File: config.mk
export PLATFORM = sky130hd
export DESIGN_NAME = instruction_encoder
export DESIGN_NICKNAME = d
export VERILOG_FILES = /design/src/rtl/rv32i_types.sv /design/src/rtl/instr_enc_fifo.sv /design/src/rtl/instruction_encoder.sv
export SDC_FILE = /design/constraint.sdc
export NUM_CORES = 1
export LEC_CHECK = 0
export CORE_MARGIN = 2
export CORE_UTILIZATION = 40
export DETAILED_ROUTE_END_ITERATION = 8
export GPL_TIMING_DRIVEN = 0
export PLACE_DENSITY = 0.72
export SLEW_MARGIN = 10
export SYNTH_ARGS = -nofsm -noshare
export SYNTH_HDL_FRONTEND = slang
export SYNTH_SLANG_ARGS = --single-unit
File: constraint.sdc
create_clock -name clk -period 1.6 [get_ports clk]
set_input_delay 0.48 -clock clk [delete_from_list [all_inputs] [get_ports clk]]
set_output_delay 0.48 -clock clk [all_outputs]
set_load 0.05 [all_outputs]
File: src/rtl/rv32i_types.sv
// RV32I shared types: opcode enum, encoder format enum, instruction field bundle.
package rv32i_types;

    localparam int unsigned XLEN = 32;
    localparam logic [31:0] NOP_INST = 32'h0000_0013;

    typedef enum logic [6:0] {
        op_lui   = 7'b0110111,
        op_auipc = 7'b0010111,
        op_jal   = 7'b1101111,
        op_jalr  = 7'b1100111,
        op_br    = 7'b1100011,
        op_load  = 7'b0000011,
        op_store = 7'b0100011,
        op_imm   = 7'b0010011,
        op_reg   = 7'b0110011,
        op_csr   = 7'b1110011
    } rv32i_opcode;

    typedef enum logic [2:0] {
        fmt_r, fmt_i, fmt_s, fmt_b, fmt_u, fmt_j
    } rv32i_format_e;

    // Opcode is plain bits so that unknown encodings can be presented.
    typedef struct packed {
        logic [6:0]      opcode;
        logic [2:0]      funct3;
        logic [6:0]      funct7;
        logic [4:0]      rs1;
        logic [4:0]      rs2;
        logic [4:0]      rd;
        logic [XLEN-1:0] imm;
    } instruction_fields_t;

    // True when v is representable as a signed value of the given bit count.
    function automatic logic fits_signed(input logic [31:0] v, input int unsigned bits);
        logic signed [31:0] s;
        s = $signed(v) >>> (bits - 1);
        return (s == '0) || (s == '1);
    endfunction

endpackage

File: src/rtl/instr_enc_fifo.sv
// Output buffer for encoded words; registered valid/ready flags, no fall-through.
import rv32i_types::*;

module instr_enc_fifo #(
    parameter int unsigned DEPTH = 2,
    parameter int unsigned WIDTH = 33
) (
    input  logic             clk,
    input  logic             rst,
    input  logic             push_valid,
    output logic             push_ready,
    input  logic [WIDTH-1:0] push_data,
    output logic             pop_valid,
    input  logic             pop_ready,
    output logic [WIDTH-1:0] pop_data
);

    localparam int unsigned AW = (DEPTH > 1) ? $clog2(DEPTH) : 1;
    localparam int unsigned CW = $clog2(DEPTH + 1);

    logic [WIDTH-1:0] mem [DEPTH];
    logic [AW-1:0]    wr_ptr;
    logic [AW-1:0]    rd_ptr;
    logic [CW-1:0]    count;
    logic [CW-1:0]    count_nxt;
    logic             push;
    logic             pop;

    assign push      = push_valid && push_ready;
    assign pop       = pop_valid && pop_ready;
    assign count_nxt = count + CW'(push) - CW'(pop);
    assign pop_data  = mem[rd_ptr];

    // Flags are registered from next count so ready never depends on pop_ready combinationally.
    always_ff @(posedge clk or negedge rst) begin
        if (!rst) begin
            for (int i = 0; i < int'(DEPTH); i++) mem[i] <= '0;
            wr_ptr     <= '0;
            rd_ptr     <= '0;
            count      <= '0;
            push_ready <= 1'b0;
            pop_valid  <= 1'b0;
        end else begin
            if (push) begin
                mem[wr_ptr] <= push_data;
                wr_ptr      <= wr_ptr + AW'(1);
            end
            if (pop) rd_ptr <= rd_ptr + AW'(1);
            count      <= count_nxt;
            push_ready <= (count_nxt != CW'(DEPTH));
            pop_valid  <= (count_nxt != '0);
        end
    end

endmodule

File: src/rtl/instruction_encoder.sv
// Packs RV32I fields into a 32-bit word and buffers it in a small FIFO.
// Define INSTR_ENC_RANGE_CHECK_EN to flag immediates the format cannot hold.
import rv32i_types::*;

module instruction_encoder #(
    parameter int unsigned DEPTH = 2
) (
    input  logic                clk,
    input  logic                rst,
    input  logic                in_valid,
    output logic                in_ready,
    input  instruction_fields_t in_fields,
    output logic                out_valid,
    input  logic                out_ready,
    output logic [31:0]         out_inst,
    output logic                out_err
);

    localparam int unsigned ENC_W = 33;

    function automatic logic [ENC_W-1:0] encode(input instruction_fields_t f);
        rv32i_format_e fmt;
        logic          known;
        logic          shift;
        logic          err;
        logic [31:0]   imm;
        logic [31:0]   inst;
        imm   = f.imm;
        fmt   = fmt_i;
        known = 1'b1;
        err   = 1'b0;
        inst  = NOP_INST;
        case (f.opcode)
            op_reg:                          fmt = fmt_r;
            op_load, op_imm, op_jalr, op_csr: fmt = fmt_i;
            op_store:                        fmt = fmt_s;
            op_br:                           fmt = fmt_b;
            op_lui, op_auipc:                fmt = fmt_u;
            op_jal:                          fmt = fmt_j;
            default:                         known = 1'b0;
        endcase
        shift = (f.opcode == op_imm) && ((f.funct3 == 3'b001) || (f.funct3 == 3'b101));
        case (fmt)
            fmt_r: inst = {f.funct7, f.rs2, f.rs1, f.funct3, f.rd, f.opcode};
            fmt_i: inst = shift ? {f.funct7, imm[4:0], f.rs1, f.funct3, f.rd, f.opcode}
                                : {imm[11:0], f.rs1, f.funct3, f.rd, f.opcode};
            fmt_s: inst = {imm[11:5], f.rs2, f.rs1, f.funct3, imm[4:0], f.opcode};
            fmt_b: inst = {imm[12], imm[10:5], f.rs2, f.rs1, f.funct3, imm[4:1], imm[11], f.opcode};
            fmt_u: inst = {imm[31:12], f.rd, f.opcode};
            fmt_j: inst = {imm[20], imm[10:1], imm[11], imm[19:12], f.rd, f.opcode};
            default: inst = NOP_INST;
        endcase
        if (!known) inst = NOP_INST;
`ifdef INSTR_ENC_RANGE_CHECK_EN
        // The word is still emitted truncated; err only marks it.
        if (!known) begin
            err = 1'b1;
        end else begin
            case (fmt)
                fmt_i:   err = shift ? (imm[31:5] != '0) : !fits_signed(imm, 12);
                fmt_s:   err = !fits_signed(imm, 12);
                fmt_b:   err = !fits_signed(imm, 13) || imm[0];
                fmt_u:   err = (imm[11:0] != '0);
                fmt_j:   err = !fits_signed(imm, 21) || imm[0];
                default: err = 1'b0;
            endcase
        end
`else
        err = 1'b0;
`endif
        return {err, inst};
    endfunction

    logic [ENC_W-1:0] enc_c;
    logic [ENC_W-1:0] head;

    assign enc_c = encode(in_fields);
    assign {out_err, out_inst} = head;

    instr_enc_fifo #(
        .DEPTH (DEPTH),
        .WIDTH (ENC_W)
    ) u_fifo (
        .clk        (clk),
        .rst        (rst),
        .push_valid (in_valid),
        .push_ready (in_ready),
        .push_data  (enc_c),
        .pop_valid  (out_valid),
        .pop_ready  (out_ready),
        .pop_data   (head)
    );

endmodule
==> results of run 1 <==
==> per-stage QoR <==
stage                     instances  area, um^2  utilization  TNS (ns)  hold slack [ns]
final                           607        5710        0.658    -12.95           0.0669
after global routing            607        5710        0.658    -15.13           0.0959
after CTS                       595        5450        0.628    -13.20           0.0815
after detailed placement        567        4940        0.569    -78.51            0.449
after global placement          566        4920        0.567   -227.98            0.445
after floorplan                 358        3780            -     -2.97            0.184
==> worst register-to-register path, cell delays in order, from the launching register on <==
cell	delay, ns
dfrtp_2	0.40
and2_4	0.15
ha_4	0.25
inv_2	0.03
ha_4	0.15
xor2_2	0.18
xnor2_2	0.16
or2_4	0.23
==> final timing paths <==
path | startpoint | slack (ns) | cells after the start | to
max in group asynchronous | rst | 0.97 | 2 | u_fifo.mem[29]
worst max register to register | u_fifo.pop_valid | -0.06 | 7 | u_fifo.push_ready
worst max-delay path | u_fifo.rd_ptr | -0.41 | 4 | out_inst[31]
worst min-delay path | rst | 0.07 | 1 | u_fifo.mem[14]
worst min register to register | u_fifo.mem[33] | 0.47 | 1 | u_fifo.mem[33]
min in group clk | in_fields[62] | 0.45 | 3 | u_fifo.mem[38]
==> registers in the layout, indices dropped and copies added, names as in the netlist <==
name	count
u_fifo.rd_ptr	1
u_fifo.count	2
u_fifo.push_ready	1
u_fifo.pop_valid	1
u_fifo.mem	64
u_fifo.wr_ptr	1
==> where the power goes <==
part | internal [uW] | switching [uW] | leakage [uW]
logic | 1560 | 1870 | 0.00157
registers | 2080 | 168 | 0.000926
clock network | 883 | 724 | 0.000114
==> area by class of cell <==
type | count | area, um^2 | area share
plain buffers | 25 | 273 | 0.0477
clock buffers | 9 | 124 | 0.0217
clock inverters | 7 | 96.3 | 0.0169
inverters | 7 | 26.3 | 0.00460
multi-input cells | 253 | 1990 | 0.349
flip-flops and latches | 70 | 1750 | 0.307
well taps | 108 | 135 | 0.0237
repair buffers | 128 | 1310 | 0.230
==> synthesized netlist by cell type (all sizes together), types with 2 or more instances <==
library cell	number	area (um^2)
inv	7	26.3
and3	2	12.5
nor2b	3	18.8
nor2	6	22.5
clkbuf	18	67.6
a21o	6	45.0
xor2	2	17.5
a21oi	3	15.0
ha	2	25.0
mux2	33	372
a22oi	4	30.0
a22o	8	70.1
mux2i	8	80.1
a222oi	6	60.1
nand3	12	60.1
o31ai	16	120
dfrtp	70	1750
nand2	74	278
nand2b	5	31.3
or2	4	25.0
and2	2	12.5
o21ai	41	209
buf	10	63.8
==> cells by family after synthesis <==
family | after synthesis | share of synthesized area
compound gates | 93 | 0.176
mux | 41 | 0.127
buf+inv | 35 | 0.0442
flops | 70 | 0.491
other cells | 1 | 0.00105
fa+ha+maj | 2 | 0.00702
xor+xnor | 3 | 0.00737
simple gates | 113 | 0.146
==> cell usage in the layout, fill, tap and decap left out, drive strengths merged, types with 2 or more instances in the layout <==
cell / netlist / routed
ha: 2 / 2
a22oi: 4 / 4
nand2: 74 / 74
and2: 2 / 2
and3: 2 / 2
mux2: 33 / 33
inv: 7 / 8
a21o: 6 / 6
dfrtp: 70 / 70
nand3: 12 / 12
o31ai: 16 / 16
clkinv: 0 / 4
clkbuf: 18 / 18
a222oi: 6 / 6
buf: 10 / 83
a22o: 8 / 8
nor2b: 3 / 3
clkdlybuf4s15: 0 / 4
mux2i: 8 / 8
a21oi: 3 / 3
nor2: 6 / 6
clkdlybuf4s50: 0 / 56
or2: 4 / 4
bufinv: 0 / 2
nand2b: 5 / 5
xor2: 2 / 2
o21ai: 41 / 41
==> routing by layer <==
layer | share of wire | GRT usage | vias up
li1 | - | - | 1540
met1 | 0.43 | 0.309 | 1652
met2 | 0.49 | 0.383 | 128
met3 | 0.054 | 0.0480 | 23
met4 | 0.023 | 0.0938 | 0
met5 | 0 | 0 | -
==> timing repair <==
item | CTS | global route
setup endpoints to repair | 101 | 90
setup buffers | 13 | 12
cloned | 1 | 3
pin swaps | 23 | 31
gates resized for setup | 310 | 56
==> out/summary.txt, run 1 <==
Vias -> 3343
CP most frequent cell -> buf_8
Final Total Pwr -> 7280 uW
Measured slew at the worst slew-check pin -> 0.502 ns
Clock Skews -> 0.0103 ns
Worst path slowest cell -> dfrtp_1
Worst slack at placement -> -1.13 ns
Peak Freq -> 0.497 GHz
Fin worst setup slack -> -0.411 ns
First-pass GRT wire length -> 17.7 mm
Antenna Nets Post-Route -> 0
Final Max Tran Viols -> 0
Synth Warn # -> 0
RePlAce Congestion -> 0.843
Iteration-0 DRC Markers -> 168
Post-synth EDFFs -> 0
Final Setup Violations -> 53
Avg Inst Size Synth -> 9.96 um^2
Post-Syn Instances -> 358
Die height -> 98.4 um
Buf/Inv on CP -> 3
Most used DFF post-synth -> dfrtp_1
Initial Utilization -> 0.411
Min-delay worst type -> primary input to async pin
Vias/cell -> 5.51
Nature of the critical path startpoint -> flop
Critical path peak fanout -> 8
# fillers -> 685
All-layer global routing usage -> 0.235
Nets@finish -> 564
CP arrival -> 1.53 ns
Leakage -> 0.00261 uW
Pwr/cell area -> 1270 mW/mm^2
CTS Buf Count -> 9
Max cap viols -> 0
Antenna violations before repair -> 0
Post-synth ARST share -> 1.00
DR WL/cell -> 19.3 um
Maximum buffer depth of the clock tree -> 2
RSZ-0062 raised after global routing -> yes
Htree depth -> 3
Post-Syn Nets -> 428
Hold Buf Count CTS -> 0
Seq/Total Area, Yosys -> 0.491
Critical Path Sink Type -> output pin
Count of input and output buffers -> 100
Die area -> 0.00968 mm^2
# rows -> 34
Total core area -> 0.00868 mm^2
Delay-heaviest family, CP -> buffers and inverters
Clock transition at path regs -> 0.09 ns
Post-DP HPWL -> 7.70 mm
Final Routed Wirelength -> 11.7 mm
# IOs -> 103
Share of layout cells above drive strength 1 -> 0.385
Critical-path cell list -> buf_8 -> clkbuf_16 -> mux2_4 -> buf_8
Post-Syn Area -> 0.00356 mm^2
Crit path time final -> 2.01 ns
Clock Latency Late Sink -> 0.36 ns
Synth cell types -> 44
Gr ovfl total -> 0
CTS tree -> done
Crit path kind -> flop to output pin
# diodes -> 0
Worst VDD drop -> 790 uV
Period utilisation layout -> 1.26
Slew margin rel. -> 0.664
Slowest cell delay on critical path -> 0.38 ns
Die W -> 98.4 um
Vias in the first global route -> 3442
WP data required -> 1.12 ns
Area Growth Syn to Fin -> 60.3%
Register bit total from synthesis -> 70
Root buffer cell -> clkbuf_8
Clk sinks -> 70
Hold Vio Cnt, Final -> 0
TritonRoute pass-1 iters -> 5
# DRC -> 0
Failing checks -> setup timing
Largest net degree at the start of global routing -> 37
Outcome -> complete, but fails checks
Power figures use the tool's default switching activity.
==> run 2: changes to the inputs <==
- DONT_BUFFER_PORTS: not set -> 1
- PLACE_DENSITY: 0.72 -> not set
==> run 2 against run 1 <==
Net effect: the flow finishes with violations (hold timing, setup timing); fmax grew 3.1%; die area is the same; critical endpoint is now out_inst[3]; global-route usage shrank 1.4 points; sequential share of layout area grew 8.3 points; sequential power grew 4%; cell area shrank 21%; critical path depth shrank 1; non-clock buffer count shrank 109; clock skew grew 0.0020 ns.
==> out/summary.txt, run 2 (synthesis results as in run 1) <==
Outcome -> complete, but fails checks
Failing checks -> hold timing, setup timing
Share of layout cells above drive strength 1 -> 0.310 (-0.0745)
# rows -> 34 (unchanged)
Final Routed Wirelength -> 10.2 mm (-13%)
Most common cell after layout, fill and taps aside -> nand2_1
Iteration-0 DRC Markers -> 187 (+11%)
DR WL/cell -> 20.5 um (+6.1%)
Critical path peak fanout -> 8 (unchanged)
Regs by FF count -> u_fifo.mem (64), u_fifo.count (2)
Htree depth -> 3 (unchanged)
Die W -> 98.4 um (unchanged)
Final Max Tran Viols -> 0 (unchanged)
Final Setup Violations -> 35 (-34%)
Initial Utilization -> 0.411 (unchanged)
Peak Freq -> 0.512 GHz (+3.1%)
Final Total Pwr -> 6690 uW (-8.0%)
Antenna Nets Post-Route -> 0 (unchanged)
Maximum buffer depth of the clock tree -> 2 (unchanged)
Antenna violations before repair -> 0 (unchanged)
CP arrival -> 1.47 ns (-0.06 ns)
CTS tree -> done
Post-Place Cells -> 466 (-18%)
Non-filler cells, final -> 498 (-18%)
Nets@finish -> 455 (-19%)
Fin worst setup slack -> -0.351 ns (+0.0601 ns)
Leakage -> 0.00207 uW (-21%)
Post-DP HPWL -> 7.14 mm (-7.2%)
Count of input and output buffers -> 0 (-100%)
Gr ovfl total -> 0 (unchanged)
Area Growth Syn to Fin -> 26.2%
Die area -> 0.00968 mm^2 (unchanged)
Root buffer cell -> clkbuf_8
Clk sinks -> 70 (unchanged)
Min-delay worst type -> primary input to async pin
Vias -> 2846 (-15%)
Die height -> 98.4 um (unchanged)
RePlAce Congestion -> 0.841 (-0.23%)
Hold Vio Cnt, Final -> 70 (+70)
Pwr/cell area -> 1490 mW/mm^2 (+17%)
Commonest cells after routing, fill and taps aside -> nand2_1 (72), dfrtp_1 (68), mux2_4 (31), o21ai_1 (22), buf_4 (16)
# DRC -> 0 (unchanged)
Crit path time final -> 1.95 ns (-0.0601 ns)
# IOs -> 103 (unchanged)
First-pass GRT wire length -> 16.2 mm (-8.4%)
RSZ-0062 raised after global routing -> yes
Clock Latency Late Sink -> 0.35 ns (about the same)
Final core occ -> 0.518 (-0.140)
# diodes -> 0 (unchanged)
Largest net degree at the start of global routing -> 71 (+92%)
Critical Path Sink Type -> output pin
Largest register FFs -> 64 (unchanged)
Cell area after layout -> 0.00450 mm^2 (-21%)
Period utilisation layout -> 1.22 (-0.0376)
Max cap viols -> 0 (unchanged)
Worst VDD drop -> 695 uV (-12%)
WP data required -> 1.12 ns (about the same)
All-layer global routing usage -> 0.222 (-0.0138)
# fillers -> 787 (+15%)
Reg with most FFs -> u_fifo.mem
Total core area -> 0.00868 mm^2 (unchanged)
Clock Skews -> 0.0123 ns (+0.00198 ns)
Vias/cell -> 5.71 (+3.8%)
Nature of the critical path startpoint -> flop
Cells on worst reg2reg path -> 7 (unchanged)
TritonRoute pass-1 iters -> 5 (unchanged)
Crit path kind -> flop to output pin
Vias in the first global route -> 2864 (-17%)
WHS -> -0.191 ns (-0.258 ns)
Clock transition at path regs -> 0.08 ns (about the same)
Placed inst area -> 0.00392 mm^2 (-21%)
CTS Buf Count -> 9 (unchanged)
## run 2: cell types whose count changed in the layout (fill, tap and decap cells not counted), moves of 4 or more
cell / delta
clkbuf_4: +4
clkinvlp_4: +4
clkdlybuf4s50_1: -56
buf_6: -37
buf_2: -7
buf_8: -6
clkdlybuf4s15_2: -4
nand2_2: -4
buf_4: -7
## run 2: area by class of cell
class,instances,area [um^2],share of cell area
Buffer,27,307,0.0682
Clock buffer,11,141,0.0314
Clock inverter,5,60.1,0.0134
Inverter,7,26.3,0.00584
Multi-Input combinational cell,253,1890,0.421
Sequential cell,70,1750,0.390
Tap cell,108,135,0.0300
Timing Repair Buffer,17,181,0.0403
## run 2: stage by stage
stage / setup TNS [ns] / setup WS (ns)
detailed placement: -23.02 / -0.489
finish: -11.20 / -0.351
floorplan: -2.97 / -0.210
CTS: -12.21 / -0.373
global route: -12.72 / -0.380
global placement: -22.01 / -0.452
## run 2: final timing paths
path	start	to	slack, ns
max	u_fifo.rd_ptr	out_inst[3]	-0.35
max reg2reg	u_fifo.pop_valid	u_fifo.push_ready	-0.21
min	rst	u_fifo.mem[9]	-0.19
min in group clk	in_valid	u_fifo.wr_ptr	0.30
min reg2reg	u_fifo.mem[1]	u_fifo.mem[1]	0.47
max in group asynchronous	rst	u_fifo.mem[6]	1.67
## run 2: per-layer routing
metal  track usage  part of all wire  routed length [um]  vias to the layer above
met5             0                 0                   0                        -
met1         0.297              0.43                4410                     1408
met4        0.0843             0.018                 185                        0
met3        0.0530             0.064                 654                       15
li1              -                 -                   -                     1326
met2         0.350              0.48                4940                       97
## run 2: where the power goes
part | leakage (uW) | switching, uW | total, uW | internal, uW
logic | 0.00105 | 1650 | 2910 | 1260
registers | 0.000926 | 245 | 2320 | 2080
clock network | 0.0000878 | 701 | 1460 | 762
## run 2: repair_timing
action,4_1_cts,5_1_grt
buffers inserted,8,6
endpoints found under the setup margin,99,69
pin swaps,9,16
gates resized for setup,41,17
hold endpoints to repair,70,70
gates cloned,3,0
## run 2: critical path, cell delays in order (launching register included)
cell       delay, ns
dfrtp_1         0.40
buf_8           0.16
clkbuf_16       0.17
mux2_4          0.39
==> run 3: changes to the inputs <==
- SYNTH_HIERARCHICAL: not set -> 1
==> run 3 against run 2 <==
Net effect: cell count up 2.2%; clock power down 4%; area after synthesis increased by 12%; the run still ends with hold timing, setup timing left; critical path depth unchanged; via count fell by 0.63%.
==> out/summary.txt, run 3 <==
Largest net degree at the start of global routing -> 73 (+2.8%)
Non-filler cells, final -> 509 (+2.2%)
Critical Path Sink Type -> output pin
Final Setup Violations -> 77 (+120%)
Antenna violations before repair -> 0 (unchanged)
CTS tree -> done
Commonest cells after routing, fill and taps aside -> mux2_4 (70), dfrtp_1 (70), mux2_2 (29), buf_4 (18)
Maximum buffer depth of the clock tree -> 2 (unchanged)
TritonRoute pass-1 iters -> 4 (-1)
# rows -> 36 (+5.9%)
Failing checks -> hold timing, setup timing
Reg-to-reg slack, setup -> -0.19 ns (+0.02 ns)
Leakage -> 0.00258 uW (+25%)
Min-delay worst type -> primary input to async pin
Max cap viols -> 0 (unchanged)
Avg Inst Size Synth -> 12.2 um^2 (+23%)
DR WL/cell -> 20.7 um (+0.96%)
Initial Utilization -> 0.410 (-0.000519)
Buf/Inv on CP -> 2 (unchanged)
Final core occ -> 0.549 (+0.0308)
Synth Warn # -> 6 (+6)
Critical path peak fanout -> 10 (+2)
RePlAce Congestion -> 0.826 (-1.8%)
Antenna Nets Post-Route -> 0 (unchanged)
Placed inst area -> 0.00433 mm^2 (+11%)
Post-Syn Area -> 0.00399 mm^2 (+12%)
Post-synth ARST share -> 1.00 (unchanged)
Peak Freq -> 0.525 GHz (+2.5%)
Total core area -> 0.00973 mm^2 (+12%)
RSZ-0062 raised after global routing -> yes
# DRC -> 0 (unchanged)
Hold Vio Cnt, Final -> 72 (+2.9%)
CP arrival -> 1.42 ns (-0.05 ns)
Largest register FFs -> 66 (+3.1%)
Post-DP HPWL -> 7.09 mm (-0.77%)
First-pass GRT wire length -> 16.4 mm (+1.5%)
Largest area contributor in the netlist -> dfrtp_1
Pwr/cell area -> 1410 mW/mm^2 (-5.3%)
Die height -> 104 um (+5.6%)
CTS Buf Count -> 9 (unchanged)
Crit Reg-Reg Endpoint -> u_fifo/pop_valid
All-layer global routing usage -> 0.196 (-0.0255)
WP data required -> 1.12 ns (about the same)
Clock Skews -> 0.0173 ns (+0.00503 ns)
Outcome -> complete, but fails checks
Area Growth Syn to Fin -> 33.9%
Cells on worst reg2reg path -> 7 (unchanged)
Root buffer cell -> clkbuf_8
Final Max Tran Viols -> 0 (unchanged)
Ranking of synthesized cells by area -> dfrtp_1 (45%), mux2_2 (20%), mux2_4 (11%)
Gr ovfl total -> 0 (unchanged)
Nature of the critical path startpoint -> flop
Vias -> 2828 (-0.63%)
Htree depth -> 3 (unchanged)
RR Startpoint -> u_fifo/push_ready
Crit path kind -> flop to output pin
Fin worst setup slack -> -0.304 ns (+0.0468 ns)
Synth cell types -> 46 (+4.5%)
WHS -> -0.169 ns (+0.0220 ns)
Post-Syn Instances -> 326 (-8.9%)
Critical-path cell list -> buf_8 -> buf_12 -> mux2_4
Share of layout cells above drive strength 1 -> 0.606 (+0.296)
Clk sinks -> 72 (+2.9%)
Crit path time final -> 1.90 ns (-0.0467 ns)
Post-Place Cells -> 463 (-0.64%)
Iteration-0 DRC Markers -> 84 (-55%)
Seq/Total Area, Yosys -> 0.451 (-0.0400)
Clock Latency Late Sink -> 0.34 ns (about the same)
Reg with most FFs -> u_fifo/mem
Regs by FF count -> u_fifo/mem (66), u_fifo/count (2)
Count of input and output buffers -> 0 (unchanged)
Worst VDD drop -> 782 uV (+13%)
# IOs -> 103 (unchanged)
Die W -> 104 um (+5.6%)
Final Routed Wirelength -> 10.5 mm (+3.2%)
Die area -> 0.0108 mm^2 (+11%)
Nets@finish -> 440 (-3.3%)
Delay-heaviest family, CP -> flip-flops
Worst path slowest cell -> dfrtp_1
Post-synth EDFFs -> 0 (unchanged)
Most numerous cell in the Yosys netlist -> dfrtp_1
Register bit total from synthesis -> 72 (+2.9%)
# diodes -> 0 (unchanged)
Slowest cell delay on critical path -> 0.39 ns (about the same)
Cell area after layout -> 0.00534 mm^2 (+19%)
Clock transition at path regs -> 0.07 ns (about the same)
Vias/cell -> 5.56 (-2.8%)
Post-synth top cells -> dfrtp_1 (72), mux2_2 (70), mux2_4 (29)
Period utilisation layout -> 1.19 (-0.0292)
Most used DFF post-synth -> dfrtp_1
Vias in the first global route -> 3010 (+5.1%)
Yosys top cell area share -> 0.451 (-0.0400)
==> run 3: cell types whose count changed after synthesis, sizes merged, moves of 5 or more <==
cell	delta
a22o	-8
buf	+9
a22oi	+7
o31ai	-9
clkbuf	-14
a222oi	-5
a21o	-5
o21ai	-38
o211ai	+8
mux2	+66
mux2i	-5
a21oi	+15
nand2	-59
==> run 3: metrics by stage <==
stage                     setup slack, ns  setup TNS [ns]  total power (uW)
final                              -0.304          -12.19              7530
after global routing               -0.354          -15.95              7880
after CTS                          -0.335          -15.11              7450
after detailed placement           -0.673          -39.35              5320
after global placement             -0.662          -38.07              5270
after floorplan                    -0.420          -18.46              4930
==> run 3: report_power, final <==
part | switching [uW] | internal (uW)
logic | 1840 | 1770
registers | 311 | 2210
clock network | 681 | 715
total | 2830 | 4700
==> run 3: final cells by class <==
class / count / area [um^2]
sequential: 72 / 1800
tap: 133 / 166
buffer: 21 / 282
clock inverter: 6 / 61.3
timing repair buffer: 32 / 365
fill: 851 / 4390
clock buffer: 10 / 128
inverter: 10 / 40.0
multi-input combinational: 225 / 2500
==> run 3: kinds of logic after synthesis <==
kind of cell / after synthesis / synth area share
flops: 72 / 0.451
buf+inv: 33 / 0.0464
mux: 102 / 0.314
xor+xnor: 3 / 0.00658
fa+ha+maj: 1 / 0.00313
compound gates: 55 / 0.0987
simple gates: 58 / 0.0777
other cells: 2 / 0.00188
==> run 3: how the worst max path moves through the flow <==
stage	from	end	slack (ns)	depth (start not counted)
2_1_floorplan	in_fields[61]	u_fifo/mem[59]	-0.42	7
3_3_place_gp	in_fields[63]	u_fifo/mem[57]	-0.66	6
3_5_place_dp	in_fields[63]	u_fifo/mem[54]	-0.67	6
4_1_cts	u_fifo/rd_ptr	out_inst[12]	-0.33	3
5_1_grt	u_fifo/rd_ptr	out_err	-0.35	3
6_report	u_fifo/rd_ptr	out_inst[7]	-0.30	3
==> run 3: layer usage <==
metal  vias to the layer above  global-route usage  part of all wire
li1                       1271                   -                 -
met1                      1442               0.245              0.42
met2                        92               0.319              0.49
met3                        23              0.0551             0.060
met4                         0              0.0840             0.030
met5                         -                   0                 0
==> run 3: repair_timing <==
| item | CTS | global route |
|---|---|---|
| pin swaps | 23 | 18 |
| gates cloned | 3 | 1 |
| setup buffers | 23 | 5 |
| hold endpoints to repair | 72 | 72 |
| endpoints found under the setup margin | 98 | 95 |
| gates resized for setup | 97 | 32 |
==> run 3: worst reg2reg max path: stages, from the launching register on <==
cell and delay [ns]:
dfrtp_2 0.59, nand2_4 0.09, buf_6 0.13, xor2_2 0.14
ha_2 0.19, xor2_2 0.15, a31o_2 0.23, a21o_1 0.18
